$ cat src/rtl/ipm_bus_pkg.sv
// Shared definitions for the ipm 8-bit MCU bus: command opcodes, register map
// defaults and the initiator FSM state encoding.
package ipm_bus_pkg;

    typedef enum logic [1:0] {
        OP_WRITE_WORD = 2'b00,
        OP_READ_WORD  = 2'b01,
        OP_WRITE_CONF = 2'b10,
        OP_START      = 2'b11
    } cmd_op_e;

    typedef enum logic [2:0] {
        ST_IDLE   = 3'd0,
        ST_SETUP  = 3'd1,
        ST_STROBE = 3'd2,
        ST_HOLD   = 3'd3,
        ST_DONE   = 3'd4
    } bus_state_e;

    localparam logic [3:0] ADDR_DATA_DEF  = 4'h0;
    localparam logic [3:0] ADDR_CONF_DEF  = 4'h4;
    localparam logic [3:0] ADDR_START_DEF = 4'h5;
    localparam logic [7:0] START_BYTE     = 8'h01;

    function automatic logic op_is_word(input logic [1:0] op);
        return (op == OP_WRITE_WORD) || (op == OP_READ_WORD);
    endfunction

endpackage

$ cat src/rtl/ipm_sync2.sv
// Two-flop synchroniser for a single asynchronous level, with a one-cycle
// pulse on each rising edge of the synchronised level.
module ipm_sync2 (
    input  logic i_clk,
    input  logic i_rst,
    input  logic i_async,
    output logic o_level,
    output logic o_rise
);

    logic r_meta;
    logic r_sync;
    logic r_prev;

    always_ff @(posedge i_clk or posedge i_rst) begin
        if (i_rst) begin
            r_meta <= 1'b0;
            r_sync <= 1'b0;
            r_prev <= 1'b0;
        end else begin
            r_meta <= i_async;
            r_sync <= r_meta;
            r_prev <= r_sync;
        end
    end

    assign o_level = r_sync;
    assign o_rise  = r_sync & ~r_prev;

endmodule

$ cat src/rtl/ipm_mcu_bus_master.sv
// MCU-side initiator for the ipm 8-bit bus: splits host word/byte commands into
// setup/strobe/hold bus cycles, sequences the bus reset and synchronises intMCU.
module ipm_mcu_bus_master
    import ipm_bus_pkg::*;
#(
    parameter int         STROBE_CYCLES = 2,
    parameter int         RESET_HOLD    = 4,
    parameter int         CONF_WIDTH    = 5,
    parameter logic [3:0] ADDR_DATA     = ADDR_DATA_DEF,
    parameter logic [3:0] ADDR_CONF     = ADDR_CONF_DEF,
    parameter logic [3:0] ADDR_START    = ADDR_START_DEF
) (
    input  logic        clk,
    input  logic        rst_a,
    input  logic        cmd_valid,
    output logic        cmd_ready,
    input  logic [1:0]  cmd_op,
    input  logic [31:0] cmd_data,
    output logic        rsp_valid,
    output logic [31:0] rsp_data,
    output logic        busy,
    output logic        mcu_rst_n,
    output logic [3:0]  mcu_addr,
    output logic        mcu_rd,
    output logic        mcu_wr,
    output logic [7:0]  mcu_data_o,
    output logic        mcu_data_oe,
    input  logic [7:0]  mcu_data_i,
    input  logic        mcu_int,
    output logic        irq_level,
    output logic        irq_pulse,
    output logic [2:0]  dbg_state
);

    // Command handshake: a command transfers on a clk edge where cmd_valid and
    // cmd_ready are both high; cmd_valid seen while cmd_ready is low is dropped.

    localparam int SCW = (STROBE_CYCLES > 1) ? $clog2(STROBE_CYCLES) : 1;
    localparam int RCW = (RESET_HOLD > 0) ? $clog2(RESET_HOLD + 1) : 1;

    bus_state_e       r_state;
    bus_state_e       w_next;
    logic [1:0]       r_op;
    logic [31:0]      r_data;
    logic [31:0]      r_rd_buf;
    logic [31:0]      r_rsp_data;
    logic [1:0]       r_byte_idx;
    logic [SCW-1:0]   r_strb_cnt;
    logic [RCW-1:0]   r_rst_cnt;
    logic             r_mcu_rst_n;

    logic             w_accept;
    logic             w_last_strobe;
    logic             w_last_byte;
    logic             w_is_write;
    logic             w_in_access;
    logic [7:0]       w_conf_byte;
    logic [7:0]       w_wr_byte;
    logic [3:0]       w_addr;

    assign busy          = (r_state != ST_IDLE);
    assign cmd_ready     = ~busy & r_mcu_rst_n;
    assign w_accept      = cmd_valid & cmd_ready;
    assign w_last_strobe = (r_strb_cnt == SCW'(STROBE_CYCLES - 1));
    assign w_last_byte   = op_is_word(r_op) ? (r_byte_idx == 2'd3) : 1'b1;
    assign w_is_write    = (r_op != OP_READ_WORD);
    assign w_in_access   = (r_state == ST_SETUP) || (r_state == ST_STROBE) || (r_state == ST_HOLD);
    assign mcu_rst_n     = r_mcu_rst_n;
    assign rsp_data      = r_rsp_data;
    assign dbg_state     = r_state;

    always_comb begin
        w_conf_byte                 = '0;
        w_conf_byte[CONF_WIDTH-1:0] = r_data[CONF_WIDTH-1:0];
        w_wr_byte                   = '0;
        w_addr                      = '0;
        case (r_op)
            OP_WRITE_WORD: begin
                w_wr_byte = r_data[{r_byte_idx, 3'b000} +: 8];
                w_addr    = ADDR_DATA + {2'b00, r_byte_idx};
            end
            OP_READ_WORD:  w_addr = ADDR_DATA + {2'b00, r_byte_idx};
            OP_WRITE_CONF: begin
                w_wr_byte = w_conf_byte;
                w_addr    = ADDR_CONF;
            end
            default: begin
                w_wr_byte = START_BYTE;
                w_addr    = ADDR_START;
            end
        endcase
    end

    // Bus outputs decode straight from the async-reset state register, so an
    // rst_a mid-access drops strobes and oe without waiting for a clock edge.
    always_comb begin
        w_next      = r_state;
        mcu_rd      = 1'b0;
        mcu_wr      = 1'b0;
        mcu_data_oe = 1'b0;
        mcu_addr    = '0;
        mcu_data_o  = '0;
        rsp_valid   = 1'b0;
        if (w_in_access) begin
            mcu_addr    = w_addr;
            mcu_data_oe = w_is_write;
            mcu_data_o  = w_is_write ? w_wr_byte : 8'h00;
        end
        case (r_state)
            ST_IDLE:   if (w_accept) w_next = ST_SETUP;
            ST_SETUP:  w_next = ST_STROBE;
            ST_STROBE: begin
                mcu_wr = w_is_write;
                mcu_rd = ~w_is_write;
                if (w_last_strobe) w_next = ST_HOLD;
            end
            ST_HOLD:   w_next = w_last_byte ? ST_DONE : ST_SETUP;
            ST_DONE: begin
                rsp_valid = 1'b1;
                w_next    = ST_IDLE;
            end
            default:   w_next = ST_IDLE;
        endcase
    end

    always_ff @(posedge clk or posedge rst_a) begin
        if (rst_a) begin
            r_state    <= ST_IDLE;
            r_op       <= '0;
            r_data     <= '0;
            r_rd_buf   <= '0;
            r_rsp_data <= '0;
            r_byte_idx <= '0;
            r_strb_cnt <= '0;
        end else begin
            r_state <= w_next;
            if (w_accept) begin
                r_op       <= cmd_op;
                r_data     <= cmd_data;
                r_byte_idx <= '0;
            end
            if (r_state == ST_STROBE) begin
                r_strb_cnt <= w_last_strobe ? '0 : r_strb_cnt + SCW'(1);
                if (w_last_strobe && !w_is_write)
                    r_rd_buf[{r_byte_idx, 3'b000} +: 8] <= mcu_data_i;
            end
            if (r_state == ST_HOLD) begin
                if (!w_last_byte)
                    r_byte_idx <= r_byte_idx + 2'd1;
                else if (r_op == OP_READ_WORD)
                    r_rsp_data <= r_rd_buf;
            end
        end
    end

    // Bus-side reset stays low for RESET_HOLD full cycles after rst_a releases.
    always_ff @(posedge clk or posedge rst_a) begin
        if (rst_a) begin
            r_rst_cnt   <= '0;
            r_mcu_rst_n <= 1'b0;
        end else if (!r_mcu_rst_n) begin
            if (r_rst_cnt == RCW'(RESET_HOLD))
                r_mcu_rst_n <= 1'b1;
            else
                r_rst_cnt <= r_rst_cnt + RCW'(1);
        end
    end

    ipm_sync2 u_int_sync (
        .i_clk   (clk),
        .i_rst   (rst_a),
        .i_async (mcu_int),
        .o_level (irq_level),
        .o_rise  (irq_pulse)
    );

endmodule

$ cat config.mk
export PLATFORM = sky130hd
export DESIGN_NAME = ipm_mcu_bus_master
export DESIGN_NICKNAME = d
export VERILOG_FILES = /design/src/rtl/ipm_bus_pkg.sv /design/src/rtl/ipm_sync2.sv /design/src/rtl/ipm_mcu_bus_master.sv
export SDC_FILE = /design/constraint.sdc
export NUM_CORES = 1
export LEC_CHECK = 0
export ABC_AREA = 1
export CORE_MARGIN = 3
export CORE_UTILIZATION = 55
export CTS_CLUSTER_DIAMETER = 30
export DETAILED_ROUTE_END_ITERATION = 8
export DONT_BUFFER_PORTS = 1
export HOLD_SLACK_MARGIN = 0.02
export PLACE_DENSITY = 0.8
export SETUP_SLACK_MARGIN = 0.02
export SYNTH_ARGS = -nofsm -noshare
export SYNTH_HDL_FRONTEND = slang
export SYNTH_SLANG_ARGS = --single-unit
$ cat constraint.sdc
create_clock -name clk -period 8.8 [get_ports clk]
set_input_delay 0.88 -clock clk [delete_from_list [all_inputs] [get_ports clk]]
set_output_delay 0.88 -clock clk [all_outputs]
set_load 0.02 [all_outputs]
* Word-level counts from Yosys, hierarchy flattened
Cells that the tools add are included.
** Storage, ports and cells
- Flip-flop bits (word level) :: 111
- Bits of input ports :: 46
- Output and inout bits :: 56
** Cells by class
- Add/subtract/negate cells :: 4
- Equal/unequal tests :: 11
- Shift-type cells :: 3
- Muxes and demuxes :: 21
- Bitwise logic cells :: 8
- Reduce and logical (&&, ||, !) cells :: 13
** Operators by type and width (count)
- 32-bit bitwise mux :: 1
- 8-bit by 7-bit variable shift with 32-bit output, first input constant :: 1
- 32-bit by 6-bit variable part select with 8-bit output :: 1
- 8-bit by 7-bit variable part select with 32-bit output :: 1
- 8-bit one-hot mux with 3 select lines :: 1
- 8-bit 2-to-1 mux :: 2
- 3-bit one-hot mux with 4 select lines :: 1
- 3-bit 2-to-1 mux :: 3
- 1-bit 2-to-1 mux :: 8
- 5-bit negator with 7-bit output :: 1
- 3-bit by 2-bit == test with 1-bit output, second input constant :: 2
- 3-bit == test, second input constant :: 2
- 2-bit 2-to-1 mux :: 3
- 3-bit one-hot mux with 2 select lines :: 1
- 2-bit AND reduction :: 3
- 1-bit NOT :: 5
- 2-bit == test, second input constant :: 2
- 4-bit 2-to-1 mux :: 1
- 2-bit != test, second input constant :: 2
- 3-bit by 1-bit adder with 3-bit output, second input constant :: 1
- 1-bit AND :: 3
- 3-bit by 1-bit == test with 1-bit output, second input constant :: 1
- 3-bit zero test :: 1
- 1-bit logical OR :: 3
- 10 further kinds :: 10

* Logic depth before layout (Yosys ltp)
- Word-level depth :: 7
- Mapped depth :: 10
- Mapped depth without buffers :: 7

* Cells and area by module
A second synthesis with hierarchy kept.
** Second synthesis, totals
- Cells, all modules :: 597
- Area, all modules :: 5148.7 µm²
** Modules (own cells, without submodules)
- ipm_mcu_bus_master :: times used 1, cells an instance 591, area an instance 5059.9 µm², sequential area each 2702.6 µm²
- ipm_sync2 :: times used 1, cells an instance 6, area an instance 88.8 µm², sequential area each 75.1 µm²

* Worst setup path after synthesis
No wires, ideal clock.
- Path kind :: flip-flop to output port
- Start point :: reg r_byte_idx[0]
- End point :: out mcu_data_o[7]
- Arrival time :: 1.460 ns
- Required time :: 7.920 ns
- Path slack :: 6.460 ns
- Stages on the path, launching flop included :: 6
- Buffers on the path :: 2
- Cell sequence :: dfrtp_1 > buf_2 > inv_1 > clkbuf_1 > o21ai_0 > a21oi_1
** On the way
- Cells in the longest elaborated chain, start to end :: 4
** Ends and longest elaborated chain
- start, declared :: line ipm_mcu_bus_master.sv:47 : logic [1:0] r_byte_idx;
- start signal, assigned :: line ipm_mcu_bus_master.sv:149 : r_byte_idx <= r_byte_idx + 2'd1;
- 32-bit by 6-bit variable part select with 8-bit output :: line ipm_mcu_bus_master.sv:79 : w_wr_byte = r_data[{r_byte_idx, 3'b000} +: 8];
- 8-bit one-hot mux with 3 select lines :: line ipm_mcu_bus_master.sv:77 : case (r_op)
- 8-bit 2-to-1 mux :: line ipm_mcu_bus_master.sv:107 : mcu_data_o = w_is_write ? w_wr_byte : 8'h00;
- 8-bit 2-to-1 mux :: line ipm_mcu_bus_master.sv:104 : if (w_in_access) begin
- end, declared :: line ipm_mcu_bus_master.sv:26 : output logic [7:0] mcu_data_o,
No other way between the ends.

* Worst setup path in the final report
- Start point :: reg r_byte_idx[0]
- End point :: out mcu_data_o[3]
The elaborated chain is that of the path after synthesis.

==> results.json <==
{
  "whs_endpoint": "u_int_sync.o_level",
  "synth.area.top_cells": "dfrtp_1, nand2_1, nand3_1, o21ai_2, inv_1",
  "num_vias": 3760,
  "start_kind": "register",
  "floorplan.io_pins": 102,
  "drt-pass1-iter-count": 5,
  "num-nets-final": 632,
  "crit_path_top_delay_cell": "a21oi_1",
  "fp.dieH_um": 103,
  "synth_area_leader_cell": "dfrtp_1",
  "cp.required_ns": 7.92,
  "routabilityCongestion": 0.830,
  "globalRoute.totalOverflow": 0,
  "number_of_diodes": 0,
  "timing.hold.worst.start": "u_int_sync.r_meta",
  "critical-path-top-cell-by-count": "nand2_1",
  "critical_path.cell_chain": "buf_4 > inv_1 > nand2_1 > nand3_1 > nand2_1 > nand2_1 > a21oi_1",
  "standby_leakage_power_uw": 0.00273,
  "crit_path_end_kind": "output pin",
  "cp_max_fo": 44,
  "timing.final.crit_period_ns": 3.18,
  "ys_seq_elements": 111,
  "grt.total_usage_pct": 20.6,
  "slew_violations": 0,
  "clk_pin_slew_ns": 0.10,
  "cts-resized-gates": 0,
  "syn_nets": 650,
  "initial_utilization_pct": 57.9,
  "core_rows": 34,
  "outcome": "finished, final reports clean",
  "grt_start_max_net_pins": 66,
  "ctsRootBufferMaster": "clkbuf_8",
  "irDropWorstVdd_mv": 0.162,
  "rsz0062_at_grt": "false",
  "final_worst_clock_skew_ns": 0.0132,
  "worst_slew_margin_rel_pct": 22.7,
  "tightest_slew_ns": 1.16,
  "crit-reg2reg-launch": "r_byte_idx[1]",
  "ant_nets": 0,
  "ys_seq_area_share_pct": 53.7,
  "layout-drive-gt1-share_pct": 11.0,
  "critical_path_arrival_ns": 2.30,
  "design.die.area_um2": 10600,
  "period_utilisation_layout_pct": 36.1,
  "post-dp-hpwl_mm": 7.33,
  "post-cts-setup-buffers": 0,
  "clock_insertion_delay_worst_skew_ns": 0.37,
  "port-buffer-count": 0,
  "timing.setup.critical_path_class": "reg2out",
  "first_global_vias": 3642,
  "clock_sinks": 111,
  "cts_buffers": 9,
  "finalWirelength_mm": 10.3,
  "netlist_area_um2": 5170,
  "grt_pass1_wl_mm": 17.1,
  "maximum_clock_rate_mhz": 315,
  "post_drt_via_cell_ratio": 5.44,
  "synthesis.area_per_instance_um2": 8.67,
  "routed_wire_length_per_instance_um": 15.0,
  "hold_class": "reg2reg",
  "antenna_found_initial": 0,
  "synth_cell_type_count": 29,
  "holdBufCountCts": 0,
  "timing_hold_violations_final": 0,
  "r2r-end": "rsp_data[27]",
  "worst_r2r_path_depth": 6,
  "finalSetupTns_ns": 0,
  "cpPeakStageDelay_ns": 0.44,
  "max-clock-path-buffers": 2,
  "setup_violations": 0,
  "htree_num_levels": 3,
  "synth_top_area_share_pct": 53.7,
  "fp.coreArea_um2": 8930,
  "drv_cap": 0,
  "reg2reg_setup_slack_ns": 5.84,
  "die_x_um": 103,
  "min_path_cells": 0,
  "power_density_nw_per_um2": 359,
  "yosys_warnings": 0,
  "drt_drc_violations_left": 0,
  "areaGrowthSynthToFinish_pct": 3.32,
  "cts_tree": "built",
  "drt_first_iter_violations": 164,
  "synthCells": 596,
  "final_core_util_pct": 59.8
}
==> cell usage after synthesis, drive strengths merged <==
master / instances
nand3: 62
clkbuf: 11
buf: 21
clkinv: 1
o211ai: 2
ha: 8
inv: 55
o21ai: 47
or2: 1
a21oi: 40
dfrtp: 111
a31oi: 1
conb: 1
xnor2: 1
xor2: 1
nor2: 54
nand2: 175
nand4: 1
nor3: 3
==> state kept, by name, summed over array words and instances, names as in the netlist <==
| register | cells |
|---|---|
| r_data | 32 |
| u_int_sync.r_meta | 1 |
| r_rst_cnt | 3 |
| r_strb_cnt | 1 |
| u_int_sync.o_level | 1 |
| r_byte_idx | 2 |
| r_rd_buf | 32 |
| dbg_state | 3 |
| rsp_data | 32 |
| u_int_sync.r_prev | 1 |
| mcu_rst_n | 1 |
| r_op | 2 |
==> final cells by class <==
cell class | instances | area (um2)
sequential | 111 | 2780
clock inverter | 7 | 88.8
clock buffer | 9 | 124
fill | 804 | 3590
multi-input combinational | 397 | 1980
tap | 108 | 135
timing repair buffer | 3 | 22.5
inverter | 56 | 213
==> critical path, delay by kind of cell (launching register included) <==
kind,cells,cell delay (ns)
and+or+nand+nor,4,0.37
buffers and inverters,2,0.76
DFF,1,0.37
AOI/OAI and AO/OA,1,0.44
==> worst max path at each step <==
stage,startpoint,to,slack [ns],cells after the start
floorplan,rst_a,dbg_state[0],4.99,1
global placement,r_byte_idx[1],rsp_data[13],6.03,6
detailed placement,r_byte_idx[1],rsp_data[27],5.78,6
CTS,r_byte_idx[0],mcu_data_o[4],5.62,7
global route,r_byte_idx[0],mcu_data_o[1],5.43,7
finish,r_byte_idx[0],mcu_data_o[3],5.62,7
==> logic make-up after synthesis <==
kind of cell / share of synthesized area (%)
buffers and inverters: 7.96
xor gates and xnor gates: 0.339
and+or+nand+nor: 24.8
other: 0.0726
adders and majority gates: 1.94
DFF: 53.7
AOI/OAI and AO/OA: 11.2
==> report_power, final <==
part / switching [uW] / internal, uW
logic: 456 / 190
registers: 231 / 718
clock network: 183 / 139
total: 870 / 1050
==> stage by stage <==
stage	total power (uW)	cells	setup slack (ns)	hold WS [ns]	instance area, um2
global placement	1570	675	6.03	0.334	5130
finish	1920	691	5.62	0.365	5340
floorplan	1480	596	4.99	0.331	5170
global route	2080	691	5.43	0.373	5340
detailed placement	1620	675	5.78	0.346	5130
CTS	1940	691	5.62	0.371	5340
==> routing by layer <==
layer / vias to the layer above / part of all wire, % / global-route usage (%)
met5: - / 0 / 0
met4: 0 / 1.8 / 8.86
met3: 16 / 7.2 / 5.14
met2: 129 / 49 / 34.8
met1: 1771 / 42 / 25.2
li1: 1844 / - / -
==> cells in the final DEF, fill, tap and decap left out, types with 2 or more instances in the layout <==
master      n
a21oi_1    40
buf_4       3
clkbuf_8    9
clkinv_4    2
dfrtp_1   111
ha_1        8
inv_1      53
inv_8       3
nand2_1   169
nand2_2     2
nand2_4     4
nand3_1    61
nor2_1     52
nor2_8      2
nor3_1      2
o211ai_1    2
o21ai_0    15
o21ai_2    32
Power figures use the tool's default switching activity.
